File: config.mk
export PLATFORM = sky130hd
export DESIGN_NAME = icb_out_dma_flat
export DESIGN_NICKNAME = d
export VERILOG_FILES = /design/src/rtl/mhsa_pkg.sv /design/src/rtl/icb_out_dma_if.sv /design/src/rtl/icb_wr_chan.sv /design/src/rtl/icb_out_dma.sv /design/src/flat_wrapper.sv
export SDC_FILE = /design/constraint.sdc
export NUM_CORES = 1
export LEC_CHECK = 0
export CAP_MARGIN = 20
export CORE_AREA = 2 2 145 147
export CTS_CLUSTER_DIAMETER = 120
export CTS_CLUSTER_SIZE = 30
export DETAILED_ROUTE_END_ITERATION = 8
export DIE_AREA = 0 0 147 149
export GPL_TIMING_DRIVEN = 1
export PLACE_DENSITY = 0.76
export SLEW_MARGIN = 20
export SYNTH_ARGS = -nofsm -noshare
export SYNTH_HDL_FRONTEND = slang
export SYNTH_SLANG_ARGS = --single-unit
File: constraint.sdc
create_clock -name clk -period 2.6 [get_ports clk]
set_clock_uncertainty 0.05 [all_clocks]
set_input_delay 0.52 -clock clk [delete_from_list [all_inputs] [get_ports clk]]
set_output_delay 0.52 -clock clk [all_outputs]
set_load 0.01 [all_outputs]
File: src/rtl/mhsa_pkg.sv
// Definitions shared by the MHSA ICB slave and the output DMA master:
// bus widths, CSR map, DMA FSM states and the write-command payload.
package mhsa_pkg;

  localparam int unsigned ICB_AW   = 32;
  localparam int unsigned ICB_DW   = 32;
  localparam int unsigned ICB_MW   = ICB_DW / 8;
  localparam int unsigned USRAM_DW = 64;

  localparam logic [ICB_AW-1:0] CSR_START_ADDR       = 32'h0002_0000;
  localparam logic [ICB_AW-1:0] CSR_DONE_ADDR        = 32'h0002_0004;
  localparam logic [ICB_AW-1:0] CSR_INPUT_BASE_ADDR  = 32'h0002_0008;
  localparam logic [ICB_AW-1:0] CSR_OUTPUT_BASE_ADDR = 32'h0002_000C;

  typedef enum logic [2:0] {
    ST_IDLE,
    ST_SRD,
    ST_SWAIT,
    ST_CMD_HI,
    ST_RSP_HI,
    ST_CMD_LO,
    ST_RSP_LO,
    ST_FIN
  } dma_state_e;

  typedef struct packed {
    logic [ICB_AW-1:0] addr;
    logic [ICB_DW-1:0] wdata;
  } icb_wr_cmd_t;

endpackage

File: src/rtl/icb_out_dma_if.sv
// ICB command/response channel between an initiator (master) and a target (slave).
interface icb_out_dma_if
  import mhsa_pkg::*;
();

  logic              icb_cmd_valid;
  logic              icb_cmd_ready;
  logic              icb_cmd_read;
  logic [ICB_AW-1:0] icb_cmd_addr;
  logic [ICB_DW-1:0] icb_cmd_wdata;
  logic [ICB_MW-1:0] icb_cmd_wmask;
  logic              icb_rsp_valid;
  logic              icb_rsp_ready;
  logic [ICB_DW-1:0] icb_rsp_rdata;
  logic              icb_rsp_err;

  modport master (
    output icb_cmd_valid, icb_cmd_read, icb_cmd_addr, icb_cmd_wdata, icb_cmd_wmask,
    output icb_rsp_ready,
    input  icb_cmd_ready, icb_rsp_valid, icb_rsp_rdata, icb_rsp_err
  );

  modport slave (
    input  icb_cmd_valid, icb_cmd_read, icb_cmd_addr, icb_cmd_wdata, icb_cmd_wmask,
    input  icb_rsp_ready,
    output icb_cmd_ready, icb_rsp_valid, icb_rsp_rdata, icb_rsp_err
  );

endinterface

File: src/rtl/icb_wr_chan.sv
// Single-beat ICB write channel: holds a command until accepted, then takes
// exactly one response and folds its error bit into a sticky flag.
module icb_wr_chan
  import mhsa_pkg::*;
(
  input  logic        clk,
  input  logic        rst_n,
  input  logic        issue,
  input  icb_wr_cmd_t cmd,
  input  logic        err_clr,
  output logic        cmd_fire_c,
  output logic        rsp_fire_c,
  output logic        err,
  icb_out_dma_if.master icb
);

  logic              cmd_valid_q, cmd_valid_d;
  logic              rsp_ready_q, rsp_ready_d;
  logic [ICB_AW-1:0] addr_q, addr_d;
  logic [ICB_DW-1:0] wdata_q, wdata_d;
  logic              err_q, err_d;
  logic              unused_c;

  assign cmd_fire_c = cmd_valid_q & icb.icb_cmd_ready;
  assign rsp_fire_c = rsp_ready_q & icb.icb_rsp_valid;

  // Only one beat in flight: rsp_ready opens when the command is taken.
  always_comb begin
    cmd_valid_d = cmd_valid_q;
    rsp_ready_d = rsp_ready_q;
    addr_d      = addr_q;
    wdata_d     = wdata_q;
    err_d       = err_q;
    if (issue) begin
      cmd_valid_d = 1'b1;
      addr_d      = cmd.addr;
      wdata_d     = cmd.wdata;
    end
    if (cmd_fire_c) begin
      cmd_valid_d = 1'b0;
      rsp_ready_d = 1'b1;
    end
    if (rsp_fire_c) begin
      rsp_ready_d = 1'b0;
      err_d       = err_q | icb.icb_rsp_err;
    end
    if (err_clr) begin
      err_d = 1'b0;
    end
  end

  always_ff @(posedge clk or negedge rst_n) begin
    if (!rst_n) begin
      cmd_valid_q <= 1'b0;
      rsp_ready_q <= 1'b0;
      addr_q      <= '0;
      wdata_q     <= '0;
      err_q       <= 1'b0;
    end else begin
      cmd_valid_q <= cmd_valid_d;
      rsp_ready_q <= rsp_ready_d;
      addr_q      <= addr_d;
      wdata_q     <= wdata_d;
      err_q       <= err_d;
    end
  end

  assign icb.icb_cmd_valid = cmd_valid_q;
  assign icb.icb_cmd_read  = 1'b0;
  assign icb.icb_cmd_addr  = addr_q;
  assign icb.icb_cmd_wdata = wdata_q;
  assign icb.icb_cmd_wmask = {ICB_MW{1'b1}};
  assign icb.icb_rsp_ready = rsp_ready_q;
  assign err               = err_q;

  assign unused_c = ^icb.icb_rsp_rdata;

endmodule

File: src/rtl/icb_out_dma.sv
// Output DMA: drains len 64-bit result-SRAM words to memory as pairs of
// 32-bit ICB writes, high half at the 8-byte address, low half at +4.
module icb_out_dma
  import mhsa_pkg::*;
#(
  parameter int unsigned SRAM_AW = 16,
  parameter int unsigned LEN_W   = 16
) (
  input  logic                clk,
  input  logic                rst_n,
  input  logic                start,
  input  logic [ICB_AW-1:0]   out_base,
  input  logic [LEN_W-1:0]    len,
  output logic                busy,
  output logic                done,
  output logic                err,
  output logic [SRAM_AW-1:0]  sram_addr,
  output logic                sram_rd_en,
  input  logic [USRAM_DW-1:0] sram_rdata,
  icb_out_dma_if.master       icb
);

  dma_state_e          state_q, state_d;
  logic [ICB_AW-4:0]   base_q, base_d;
  logic [LEN_W-1:0]    len_q, len_d;
  logic [LEN_W-1:0]    idx_q, idx_d;
  logic [USRAM_DW-1:0] buf_q, buf_d;
  logic                busy_q, busy_d;
  logic                done_q, done_d;
  logic                rd_en_q, rd_en_d;
  logic [SRAM_AW-1:0]  sram_addr_q, sram_addr_d;

  logic                accept_c;
  logic                last_c;
  logic [ICB_AW-1:0]   word_addr_c;
  logic                issue_c;
  icb_wr_cmd_t         cmd_c;
  logic                cmd_fire_c;
  logic                rsp_fire_c;
  logic                unused_c;

  // busy_q also covers the done cycle, where the FSM is already back in IDLE.
  assign accept_c    = start && (state_q == ST_IDLE) && !busy_q;
  assign last_c      = (LEN_W'(idx_q + LEN_W'(1)) == len_q);
  assign word_addr_c = {base_q, 3'b000} + (ICB_AW'(idx_q) << 3);

  always_comb begin
    state_d  = state_q;
    base_d   = base_q;
    len_d    = len_q;
    idx_d    = idx_q;
    buf_d    = buf_q;
    busy_d   = busy_q;
    done_d   = 1'b0;
    issue_c  = 1'b0;
    cmd_c    = '0;

    unique case (state_q)
      ST_IDLE: begin
        busy_d = 1'b0;
        if (accept_c) begin
          base_d  = out_base[ICB_AW-1:3];
          len_d   = len;
          idx_d   = '0;
          busy_d  = 1'b1;
          state_d = (len == '0) ? ST_FIN : ST_SRD;
        end
      end
      ST_SRD: state_d = ST_SWAIT;
      ST_SWAIT: begin
        buf_d       = sram_rdata;
        issue_c     = 1'b1;
        cmd_c.addr  = word_addr_c;
        cmd_c.wdata = sram_rdata[USRAM_DW-1:ICB_DW];
        state_d     = ST_CMD_HI;
      end
      ST_CMD_HI: if (cmd_fire_c) state_d = ST_RSP_HI;
      ST_RSP_HI: begin
        if (rsp_fire_c) begin
          issue_c     = 1'b1;
          cmd_c.addr  = word_addr_c + ICB_AW'(4);
          cmd_c.wdata = buf_q[ICB_DW-1:0];
          state_d     = ST_CMD_LO;
        end
      end
      ST_CMD_LO: if (cmd_fire_c) state_d = ST_RSP_LO;
      ST_RSP_LO: begin
        if (rsp_fire_c) begin
          if (last_c) begin
            state_d = ST_FIN;
          end else begin
            idx_d   = idx_q + LEN_W'(1);
            state_d = ST_SRD;
          end
        end
      end
      ST_FIN: begin
        done_d  = 1'b1;
        state_d = ST_IDLE;
      end
      default: state_d = ST_IDLE;
    endcase

    // SRAM strobe and address are registered on entry to SRD.
    rd_en_d     = (state_d == ST_SRD);
    sram_addr_d = rd_en_d ? SRAM_AW'(idx_d) : sram_addr_q;
  end

  always_ff @(posedge clk or negedge rst_n) begin
    if (!rst_n) begin
      state_q     <= ST_IDLE;
      base_q      <= '0;
      len_q       <= '0;
      idx_q       <= '0;
      buf_q       <= '0;
      busy_q      <= 1'b0;
      done_q      <= 1'b0;
      rd_en_q     <= 1'b0;
      sram_addr_q <= '0;
    end else begin
      state_q     <= state_d;
      base_q      <= base_d;
      len_q       <= len_d;
      idx_q       <= idx_d;
      buf_q       <= buf_d;
      busy_q      <= busy_d;
      done_q      <= done_d;
      rd_en_q     <= rd_en_d;
      sram_addr_q <= sram_addr_d;
    end
  end

  icb_wr_chan u_wr_chan (
    .clk        (clk),
    .rst_n      (rst_n),
    .issue      (issue_c),
    .cmd        (cmd_c),
    .err_clr    (accept_c),
    .cmd_fire_c (cmd_fire_c),
    .rsp_fire_c (rsp_fire_c),
    .err        (err),
    .icb        (icb)
  );

  assign busy       = busy_q;
  assign done       = done_q;
  assign sram_rd_en = rd_en_q;
  assign sram_addr  = sram_addr_q;

  // High half goes out straight from sram_rdata; low base bits are don't-care.
  assign unused_c = ^{out_base[2:0], buf_q[USRAM_DW-1:ICB_DW]};

endmodule

File: src/flat_wrapper.sv
// flat-port wrapper written by rule: the top's interface ports become plain ports
module icb_out_dma_flat import mhsa_pkg::*;
#(
  parameter int unsigned SRAM_AW = 16,
  parameter int unsigned LEN_W   = 16
)
  (clk, rst_n, start, out_base, len, busy, done, err, sram_addr, sram_rd_en, sram_rdata, icb_icb_cmd_valid, icb_icb_cmd_read, icb_icb_cmd_addr, icb_icb_cmd_wdata, icb_icb_cmd_wmask, icb_icb_rsp_ready, icb_icb_cmd_ready, icb_icb_rsp_valid, icb_icb_rsp_rdata, icb_icb_rsp_err);
  icb_out_dma_if icb_i ();
  input  logic clk;
  input  logic rst_n;
  input  logic start;
  input  logic [ICB_AW-1:0] out_base;
  input  logic [LEN_W-1:0] len;
  output logic busy;
  output logic done;
  output logic err;
  output logic [SRAM_AW-1:0] sram_addr;
  output logic sram_rd_en;
  input  logic [USRAM_DW-1:0] sram_rdata;
  output wire logic [$bits(icb_i.icb_cmd_valid)-1:0] icb_icb_cmd_valid;
  output wire logic [$bits(icb_i.icb_cmd_read)-1:0] icb_icb_cmd_read;
  output wire logic [$bits(icb_i.icb_cmd_addr)-1:0] icb_icb_cmd_addr;
  output wire logic [$bits(icb_i.icb_cmd_wdata)-1:0] icb_icb_cmd_wdata;
  output wire logic [$bits(icb_i.icb_cmd_wmask)-1:0] icb_icb_cmd_wmask;
  output wire logic [$bits(icb_i.icb_rsp_ready)-1:0] icb_icb_rsp_ready;
  input wire logic [$bits(icb_i.icb_cmd_ready)-1:0] icb_icb_cmd_ready;
  input wire logic [$bits(icb_i.icb_rsp_valid)-1:0] icb_icb_rsp_valid;
  input wire logic [$bits(icb_i.icb_rsp_rdata)-1:0] icb_icb_rsp_rdata;
  input wire logic [$bits(icb_i.icb_rsp_err)-1:0] icb_icb_rsp_err;
  assign icb_icb_cmd_valid = icb_i.icb_cmd_valid;
  assign icb_icb_cmd_read = icb_i.icb_cmd_read;
  assign icb_icb_cmd_addr = icb_i.icb_cmd_addr;
  assign icb_icb_cmd_wdata = icb_i.icb_cmd_wdata;
  assign icb_icb_cmd_wmask = icb_i.icb_cmd_wmask;
  assign icb_icb_rsp_ready = icb_i.icb_rsp_ready;
  assign icb_i.icb_cmd_ready = icb_icb_cmd_ready;
  assign icb_i.icb_rsp_valid = icb_icb_rsp_valid;
  assign icb_i.icb_rsp_rdata = icb_icb_rsp_rdata;
  assign icb_i.icb_rsp_err = icb_icb_rsp_err;
  icb_out_dma #(.SRAM_AW(SRAM_AW), .LEN_W(LEN_W)) u_core (.clk(clk), .rst_n(rst_n), .start(start), .out_base(out_base), .len(len), .busy(busy), .done(done), .err(err), .sram_addr(sram_addr), .sram_rd_en(sram_rd_en), .sram_rdata(sram_rdata), .icb(icb_i));
endmodule
==> reports/qor.yml <==
crit_required_ps: 2900
wl_per_cell_um: 16.2
gp_congestion: 0.844
synth_flop_cell: "dfrtp_1"
path_buf_inv: 3
synth-async-reset-ratio: 1.00
row_count: 53
setup_ws_ps: -112
wl_met3_um: 789
critical_path_arrival_ps: 3020
via_per_inst: 5.11
nNetsFinal: 1326
max_freq_ghz: 0.369
diodes: 0
max_slew.worst_pin.slew_ps: 543
numCtsBuffers: 17
cts.path.max_buffers: 2
dpl.hpwl_um: 16900
routed_wl_um: 23400
power_density_nw_per_um2: 1020
portBuffers: 198
drt_iter0_markers: 413
syn_avg_cell_area_um2: 9.89
report.final.slew_viol_count: 0
synth_top_area_share: 0.511
final_area_um2: 12600
yosysSeqAreaShare: 0.511
clk_pin_slew_ps: 70
area_growth_pct: 43.2
antenna_found_initial: 0
drtPass1Iterations: 4
place_ws_ps: -211
irDropWorstVdd_uv: 564
yosys.area.top_type: "dfrtp_1"
ys_seq_elements: 180
maxSlewHeadroom: 0.638
max-cap-violations: 0
worstSetupStartpointType: "register"
yosysMostFrequentCell: "nand2_1"
drtAntennaViolNets: 0
r2r_cells: 12
syn_area_um2: 8810
grt_pass1_vias: 7379
cts_sinks: 180
synth_area_leaders: "dfrtp_1, nand2_1, mux2_2"
rsz0062_at_grt: "true"
worstSetupEndpointType: "register"
dp.cells: 1402
cp_slowest_cell: "dfrtp_2"
min_period_over_period: 1.04
grtUsageTotal: 0.215
crit_type: "reg2reg"
die-height_um: 149
grt_max_degree: 67
cts_root_buf: "clkbuf_16"
power_w: 0.0129
coreArea_um2: 20600
hold_buffers: 0
clkLatencyLatePin_ps: 430
drive_above_1_share: 0.196
fin_tns_setup_ps: -2500
dieArea_um2: 21900
violations: "setup timing"
status: "complete, but fails checks"
synthCells: 891
finalSetupViolations: 29
synth_edf_count: 0
drc: 0
wl_met2_um: 11500
start_util: 0.429
grt_overflow: 0
power.leakage_nw: 5.86
yosys_warnings: 0
hold_violations: 0
worstPathMaxFanout: 15
critPathMaxStageDelay_ps: 450
fillers: 1724
wl_met1_um: 10300
cts_max_level: 4
routed.top_layer: "met4"
crit_cells: 12
num_vias: 7389
crit_family: "compound AO/OA/AOI/OAI gates"
crit_chain: "ha_4 > buf_6 > xnor2_2 > o211ai_1 > a311oi_1 > nand4b_1 > nor4_4 > buf_4 > nor4_2 > o21ai_2 > buf_12 > o2bb2ai_1"
synth_commonest_cells: "nand2_1, dfrtp_1, o21ai_0, nor2_1, mux2_2"
post_synth_num_cell_types: 69
io_pins: 241
hold_class: "in2async"
min_period_ps: 2710
cts_tree: "yes"
place_area_um2: 11700
grt_pass1_wl_um: 37300
die_width_um: 147
finalNonFillerCells: 1446
-- routing by layer --
layer | vias to the layer above | GRT usage
li1 | 3580 | -
met1 | 3583 | 0.285
met2 | 183 | 0.354
met3 | 43 | 0.0312
met4 | 0 | 0.0938
met5 | - | 0
-- cell usage in the layout, fill, tap and decap left out, types with 15 or more instances in the layout --
cell type        count
dfrtp_1            176
inv_1               18
o21ai_0             36
nor2_1              34
mux2_2              33
o21ai_1             15
buf_4               86
clkbuf_16           17
a22oi_1             32
xnor2_1             19
xor2_1              31
clkdlybuf4s50_1    197
a21o_1              22
nand2_1            237
-- final timing paths --
check	slack (ps)	end	start
max	-110	u_core.sram_addr[11]	u_core.idx_q[1]
max in group asynchronous	1850	u_core.u_wr_chan.icb.icb_cmd_addr[11]	rst_n
min reg2reg	430	u_core.u_wr_chan.icb.icb_cmd_wdata[18]	u_core.u_wr_chan.icb.icb_cmd_wdata[18]
min in group clk	430	u_core.u_wr_chan.icb.icb_cmd_wdata[18]	u_core.u_wr_chan.icb.icb_cmd_wdata[18]
min	6	u_core.sram_addr[6]	rst_n
max reg2reg	-110	u_core.sram_addr[11]	u_core.idx_q[1]
-- metrics by stage --
stage	hold WS, ps	utilization
finish	5.97	0.614
global route	31.7	0.614
CTS	15.7	0.606
detailed placement	411	0.568
global placement	408	0.568
floorplan	174	-
-- power by group --
group | total, W | internal (W) | leakage, nW | switching (W)
Sequential | 0.00486 | 0.00398 | 2.26 | 0.000889
Clock | 0.00255 | 0.00133 | 0.286 | 0.00122
Combinational | 0.00549 | 0.00288 | 3.31 | 0.00261
Total | 0.0129 | 0.00819 | 5.86 | 0.00472
-- worst register-to-register path, cell delays in order (launching register included) --
cell and delay (ps):
dfrtp_2 450, ha_4 200, buf_6 140, xnor2_2 150
o211ai_1 90, a311oi_1 290, nand4b_1 200, nor4_4 330
buf_4 190, nor4_2 50, o21ai_2 180, buf_12 180
o2bb2ai_1 120
-- cell families (layout without fill, tap and decap cells) --
family	Yosys count	count (layout)	synth area share
AOI/OAI and AO/OA	173	173	0.138
xor gates and xnor gates	52	52	0.0533
adders and majority gates	18	18	0.0264
buffers and inverters	73	348	0.0422
DFF	180	180	0.511
muxes	39	39	0.0490
other	2	7	0.000852
and+or+nand+nor	354	354	0.179
-- flip-flops by register name, summed over array words and instances (netlist names), 3 cells and up --
name,count
u_core.u_wr_chan.icb.icb_cmd_wdata,32
u_core.buf_q,32
u_core.len_q,16
u_core.state_q,3
u_core.idx_q,16
u_core.sram_addr,16
u_core.base_q,29
u_core.u_wr_chan.icb.icb_cmd_addr,30
-- what timing repair did --
| action | 4_1_cts | 5_1_grt |
|---|---|---|
| pin swaps | 5 | 10 |
| setup buffers | 7 | 5 |
| endpoints found under the hold margin | 0 | 0 |
| gates resized for setup | 24 | 32 |
| setup endpoints to repair | 49 | 50 |
-- area by class of cell --
type,count,area (um2),share of cell area
flip-flops and latches,180,4510,0.357
multi-input cells,643,4240,0.336
repair buffers,298,2870,0.228
clock buffers,19,453,0.0359
well taps,275,344,0.0273
clock inverters,13,128,0.0101
inverters,18,67.6,0.00536
(Power assumes the default switching activity.)
